--- src/rtl/cpu_sequencer.sv ---
// cpu_sequencer: boot-load, run-control and instruction sequencing for the 8-bit CPU.
// Define CPU_SEQ_TIMEOUT_EN to enable the fetch watchdog that sends a stuck FETCH to FAULT.
module cpu_sequencer #(
  parameter int ADDR_W   = 8,
  parameter int BOOT_LEN = 256,
  parameter int CNT_W    = 16,
  parameter int FETCH_TO = 64
) (
  input  logic              sys_clk,
  input  logic              sys_rst,
  input  logic              start,
  input  logic              step_mode,
  input  logic              flash_valid,
  input  logic              fetch_ready,
  input  logic [1:0]        instr_len,
  input  logic              exec_busy,
  input  logic              halt_req,
  input  logic              jmp_en,
  input  logic [ADDR_W-1:0] jmp_addr,
  output logic              flash_strt,
  output logic              pram_wre,
  output logic [ADDR_W-1:0] load_addr,
  output logic [ADDR_W-1:0] pc,
  output logic              dec_en,
  output logic              exec_en,
  output logic              wb_en,
  output logic [3:0]        state_o,
  output logic              halted,
  output logic              fault,
  output logic [CNT_W-1:0]  retired
);
  localparam logic [3:0] S_RESET = 4'd0, S_LOAD = 4'd1, S_IDLE = 4'd2, S_FETCH = 4'd3,
                         S_DECODE = 4'd4, S_EXECUTE = 4'd5, S_WRITEBACK = 4'd6,
                         S_HALT = 4'd7, S_FAULT = 4'd8;
  localparam logic [ADDR_W-1:0] LAST_BEAT = ADDR_W'(BOOT_LEN - 1);

  logic [3:0]        r_state, w_next;
  logic [ADDR_W-1:0] r_cnt, r_pc;
  logic [CNT_W-1:0]  r_retired;
  logic              r_start_q, r_load_seen;
  logic              w_start_rise, w_wd_hit;
  logic [1:0]        w_len;

  assign w_start_rise = start && !r_start_q;
  assign w_len        = (instr_len == 2'd0) ? 2'd1 : instr_len;

`ifdef CPU_SEQ_TIMEOUT_EN
  localparam int WD_W = $clog2(FETCH_TO + 1);
  logic [WD_W-1:0] r_wd;
  // Zero outside FETCH, so every FETCH entry starts a fresh count
  always_ff @(posedge sys_clk or posedge sys_rst)
    if (sys_rst) r_wd <= '0;
    else         r_wd <= (r_state == S_FETCH) ? r_wd + WD_W'(1) : '0;
  assign w_wd_hit = (r_state == S_FETCH) && (r_wd == WD_W'(FETCH_TO - 1));
`else
  // FETCH waits indefinitely; the limit never fires
  assign w_wd_hit = (FETCH_TO < 0);
`endif

  always_ff @(posedge sys_clk or posedge sys_rst)
    if (sys_rst) r_state <= S_RESET;
    else         r_state <= w_next;

  always_comb begin
    w_next = S_RESET;
    case (r_state)
      S_RESET:     w_next = S_LOAD;
      S_LOAD:      w_next = (flash_valid && r_cnt == LAST_BEAT) ? S_IDLE : S_LOAD;
      S_IDLE:      w_next = w_start_rise ? S_FETCH : S_IDLE;
      S_FETCH:     w_next = fetch_ready ? S_DECODE : w_wd_hit ? S_FAULT : S_FETCH;
      S_DECODE:    w_next = S_EXECUTE;
      S_EXECUTE:   w_next = exec_busy ? S_EXECUTE : S_WRITEBACK;
      S_WRITEBACK: w_next = halt_req ? S_HALT : step_mode ? S_IDLE : S_FETCH;
      S_HALT:      w_next = w_start_rise ? S_FETCH : S_HALT;
      S_FAULT:     w_next = S_FAULT;
      default:     w_next = S_RESET;
    endcase
  end

  always_comb begin
    flash_strt = (r_state == S_LOAD) && !r_load_seen;
    pram_wre   = (r_state == S_LOAD) && flash_valid;
    dec_en     = r_state == S_DECODE;
    exec_en    = r_state == S_EXECUTE;
    wb_en      = r_state == S_WRITEBACK;
    halted     = r_state == S_HALT;
`ifdef CPU_SEQ_TIMEOUT_EN
    fault      = r_state == S_FAULT;
`else
    fault      = 1'b0;
`endif
  end

  // LOAD is only entered from RESET, so r_load_seen is low on the first LOAD cycle only
  always_ff @(posedge sys_clk or posedge sys_rst)
    if (sys_rst) begin
      r_start_q   <= 1'b0;
      r_load_seen <= 1'b0;
      r_cnt       <= '0;
      r_pc        <= '0;
      r_retired   <= '0;
    end else begin
      r_start_q   <= start;
      r_load_seen <= r_state == S_LOAD;
      if (r_state == S_LOAD && flash_valid)
        r_cnt <= (r_cnt == LAST_BEAT) ? '0 : r_cnt + ADDR_W'(1);
      if (r_state == S_WRITEBACK) begin
        r_pc      <= jmp_en ? jmp_addr : r_pc + ADDR_W'(w_len);
        r_retired <= (&r_retired) ? r_retired : r_retired + CNT_W'(1);
      end
    end

  assign load_addr = r_cnt;
  assign pc        = r_pc;
  assign retired   = r_retired;
  assign state_o   = r_state;
endmodule

--- config.mk ---
export PLATFORM = sky130hd
export DESIGN_NAME = cpu_sequencer
export DESIGN_NICKNAME = d
export VERILOG_FILES = /design/src/rtl/cpu_sequencer.sv
export SDC_FILE = /design/constraint.sdc
export NUM_CORES = 1
export LEC_CHECK = 0
export CAP_MARGIN = 20
export CORE_MARGIN = 4
export CORE_UTILIZATION = 35
export DETAILED_ROUTE_END_ITERATION = 6
export HOLD_SLACK_MARGIN = 0.08
export PLACE_DENSITY = 0.65
export SETUP_SLACK_MARGIN = 0.4
export SLEW_MARGIN = 0
export SYNTH_ARGS = -nofsm -noshare
export SYNTH_HDL_FRONTEND = slang
export SYNTH_SLANG_ARGS = --single-unit
--- constraint.sdc ---
create_clock -name sys_clk -period 2.13 [get_ports sys_clk]
set_clock_uncertainty 0.1 [all_clocks]
set_input_delay 0.426 -clock sys_clk [delete_from_list [all_inputs] [get_ports sys_clk]]
set_output_delay 0.426 -clock sys_clk [all_outputs]
set_load 0.03 [all_outputs]
Word-level counts from Yosys, hierarchy flattened. Cells that the tools add are included.

Register bits: 38. Latch bits: 0. Memory bits (writable): 0. Memory bits (read-only): 0. Bits of input ports: 19. Output and inout bits: 43. Word-level logic and storage cells: 40. Memories kept: 0.

$add $sub $neg: 3. $mul: 0. Div/mod/pow operators: 0. $lt $le $gt $ge: 0. Equal/unequal tests: 9. Shifts and indexed selects: 0. Mux-type cells: 11. Bitwise logic cells: 1. Reductions and logical operators: 10.

Operators with widths (count): case mux 4 bit (9 select lines) (1); adder 16 x 1 -> 16 bit, second input constant (1); equality test 4 x 3 -> 1 bit, second input constant (4); 2-to-1 mux 8 bit (2); AND reduction 16 bit (1); 2-to-1 mux 3 bit (3); adder 8 x 1 -> 8 bit, second input constant (1); adder 8 x 2 -> 8 bit (1); equality test 4 x 2 -> 1 bit, second input constant (2); equality test 8 bit, second input constant (1); 2-to-1 mux 2 bit (3); equality test 4 x 1 -> 1 bit, second input constant (1); equality test 4 bit, second input constant (1); logical AND 1 bit (4); logical NOT 4 bit (1); logical NOT 1 bit (2); logical NOT 2 bit (1); 2-to-1 mux 1 bit (2); AND reduction 2 bit (1); inverter 1 bit (1).

Longest topological paths before layout.
Depth in word-level cells: 4. Depth in mapped cells: 7. Depth with buffers taken out: 7.

Least setup slack after synthesis. Ideal clock, no wire load.

Path kind: reg-to-output. Start point: register r_state[2], in the netlist state_o[2]. End point: output exec_en. Data arrival time: 1.680 ns. Data required time: 1.604 ns. Path slack: -0.076 ns. Stages on the path, launching flop included: 4. Path buffers: 1. Cells stage by stage: dfrtp_1 -> buf_2 -> nand2b_1 -> nor3b_1.

Longest elaborated chain between the ends: 1.

Ends and longest elaborated chain: from (decl) (RTL line 37) `logic [3:0] r_state, w_next;`; from (signal assigned) (RTL line 62) `else r_state <= w_next;`; equality test 4 x 3 -> 1 bit (RTL line 84) `exec_en = r_state == S_EXECUTE;`; to (decl) (RTL line 25) `output logic exec_en,`.

No other way between the ends.

Worst setup path in the final report.
Start point: register r_state[3], in the netlist state_o[3]. End point: output flash_strt.

Longest elaborated chain between the ends: 2.

Ends and longest elaborated chain: equality test 4 x 1 -> 1 bit (RTL line 81) `flash_strt = (r_state == S_LOAD) && !r_load_seen;`; logical AND 1 bit (RTL line 81); to (decl) (RTL line 20) `output logic flash_strt,`.

No other way between the ends.

==> run metrics <==
status=finished clean; commonest cells in the netlist=dfrtp_1 (38), nand2_1 (19), a21oi_1 (13), nand3_1 (13), o21ai_0 (13); I/O Pins=62; Final HPWL DP=approximately 3700 um; crit end category=output port; syn avg cell area=9.76 um2; Synth area leaders=dfrtp_1 (45%), xor2_1 (3.7%), nand2_1 (3.4%); cells on worst reg2reg path=6; layout cells sized above 1=roughly two fifths; Reg-to-Reg Start=state_o[3]; crit-path cells=buf_6 -> nor4b_4 -> nor2b_4 -> buf_6; pre-CTS setup slack=-0.145 ns; total design power=around 2.5 mW; gp weighted congestion=approximately 0.82; H-tree depth=2; Max clock buf depth=2; Mapped Nets=241; pwr/cell area=approximately 700 nW/um2; hold depth=1; grt ovf=0; max cap viols=0; Critical Path RT=around 1.6 ns; Clk pin slew, worst setup/hold paths=around 0.080 ns; Worst R2R End=retired[13]; Total GRT Usage=roughly 16%; largest net degree at the start of global routing=39; TritonCTS clock tree=built; CP peak stage delay=approximately 0.42 ns; Crit Path Max Fanout=5; Core Area=5890 um2; CP max stage cell=dfrtp_2; P&R area growth vs syn=67.4%; yosys warns=0; drt first pass iters=4; Worst Hold Class=reg2reg; final worst-path cycle share=a little over nine tenths; hold path startpoint=load_addr[6]; DRT iter0 DRCs=between 100 and 150; top cell type's share of synthesized area=roughly 45%; kind of critical path=reg2out; drt wl/cell=approximately 15 um; Die Span X=about 86 um; row count=28; Distinct cells, synth=51; Post-synth EDFFs=0; Residual DRC=0; Cells after Synth=around 220; CP Launch Type=flip-flop; endpoints failing setup=0; f_max=493 MHz; via/cell ratio=5.19; commonest register cell after synthesis=dfrtp_1; NumNets Final=between 300 and 400; crit path time final=a little over 2 ns; first-pass GRT wire length=about 9300 um; Skew-Pair Late Insertion Delay=about 0.29 ns; register bit total from synthesis=38; post-synthesis sequential area ratio=44.9%; vias in the first global route=between 1500 and 2000; vias=2075; antenna viol nets, final=0; most used cell, CP=buf_6; Slew Viols, Final=0; die area=between 7000 and 8000 um2; die height=approximately 86 um; arrival time at the worst endpoint=about 1.5 ns; Syn Std Cell Area=about 2100 um2; final core utilization=60.2%; hold buffer count at cts=0; routed wire length=around 5800 um; IO Port Bufs=60; initial antenna violation count=0; setup repair after global routing missed its margin=yes; Clock Sinks=38; Final Hold Fails=0; TritonCTS Buffers=5; Pleak=1.64 nW; most common cell in the netlist=dfrtp_1; Hold EP=load_addr[6]; biggest area consumer among synthesized cells=dfrtp_1; Initial Util=a little over a third; root buf cell=clkbuf_8; worst reg2reg setup slack=0.16 ns; worst vdd ir=582 uV; n_diodes=0; Final WS setup=0.101 ns; Async SR Flop Fraction=between 90% and 100%
sequential cells by signal, indices dropped and copies added (netlist names):
signal and count:
state_o 4, load_addr 8, pc 8, r_load_seen 1, retired 16, r_start_q 1
cell usage in the layout, fill, tap and decap left out, types with 3 or more instances in the layout:
cell type and instances:
nor3_2 3, dfrtp_2 21, clkdlybuf4s50_1 16, a31oi_1 3, nand3_1 11, xor2_1 9
nor4_4 6, buf_4 39, ha_4 3, a21oi_1 11, nand2_1 17, dfrtp_1 17
nor2b_1 4, nand4_1 8, buf_6 14, inv_1 9, xnor2_1 5, nor2_1 9
clkbuf_2 5, buf_12 3, and3_1 4, clkbuf_8 8, dlygate4sd2_1 28, o21ai_0 11
worst max-delay path, delay by kind of cell, from the launching register on:
family	cells	cell delay (ns)
simple gates	2	0.53
buf+inv	2	0.26
flops	1	0.42
worst max path at each step:
stage                 start    endpoint  slack [ns]
2_1_floorplan    state_o[2]  flash_strt        0.29
3_3_place_gp   instr_len[0]       pc[6]       -0.10
3_5_place_dp   instr_len[0]       pc[6]       -0.14
4_1_cts          state_o[3]  flash_strt        0.08
5_1_grt          state_o[3]    pram_wre      -0.001
6_report         state_o[3]  flash_strt        0.10
what timing repair did:
action,in CTS,in global routing
hold endpoints to repair,0,0
pin swaps,19,12
endpoints found under the setup margin,64,40
gates cloned,0,0
resized for setup,81,41
buffers inserted,20,19
layer usage:
metal / vias up / GRT usage, % / part of all wire [%]
met5: - / 0 / 0
li1: 996 / - / -
met3: 7 / 3.27 / 4.0
met1: 1020 / 19.6 / 43
met4: 0 / 4.89 / 1.4
met2: 52 / 27.5 / 52
stage by stage:
step                instance area [um2]   TNS, ns  hold WS [ns]  instances
floorplan                          2220         0         0.357        217
detailed placement                 2930    -0.335         0.389        353
global placement                   2930    -0.193         0.393        353
CTS                                3310         0         0.397        381
finish                             3550         0         0.395        400
global route                       3550  -0.00125         0.428        400
logic make-up (layout without fill, tap and decap cells):
| family | after synthesis | count (layout) | share of synthesized area (%) |
|---|---|---|---|
| XOR/XNOR | 14 | 14 | 5.79 |
| adder cells (fa/ha/maj) | 5 | 5 | 3.31 |
| flip-flops | 38 | 38 | 44.9 |
| other | 1 | 1 | 0.177 |
| multiplexers | 5 | 5 | 2.72 |
| buffers and inverters | 22 | 130 | 4.25 |
| AO/OA/AOI/OAI | 43 | 43 | 12.3 |
| AND/OR/NAND/NOR | 89 | 89 | 26.5 |
where the power goes:
group	leakage (nW)	switching (mW)	internal (mW)
combinational	1.14	0.509	0.467
clock	0.0575	0.260	0.327
sequential	0.445	0.101	0.803
total	1.64	0.870	1.60
final cells by class:
type | count | area (um2)
flip-flops and latches | 38 | 977
clock buffers | 8 | 110
fillers | 502 | 2340
repair buffers | 110 | 986
multi-input cells | 157 | 1330
well taps | 75 | 93.8
inverters | 12 | 52.6
Power figures use the tool's default switching activity.
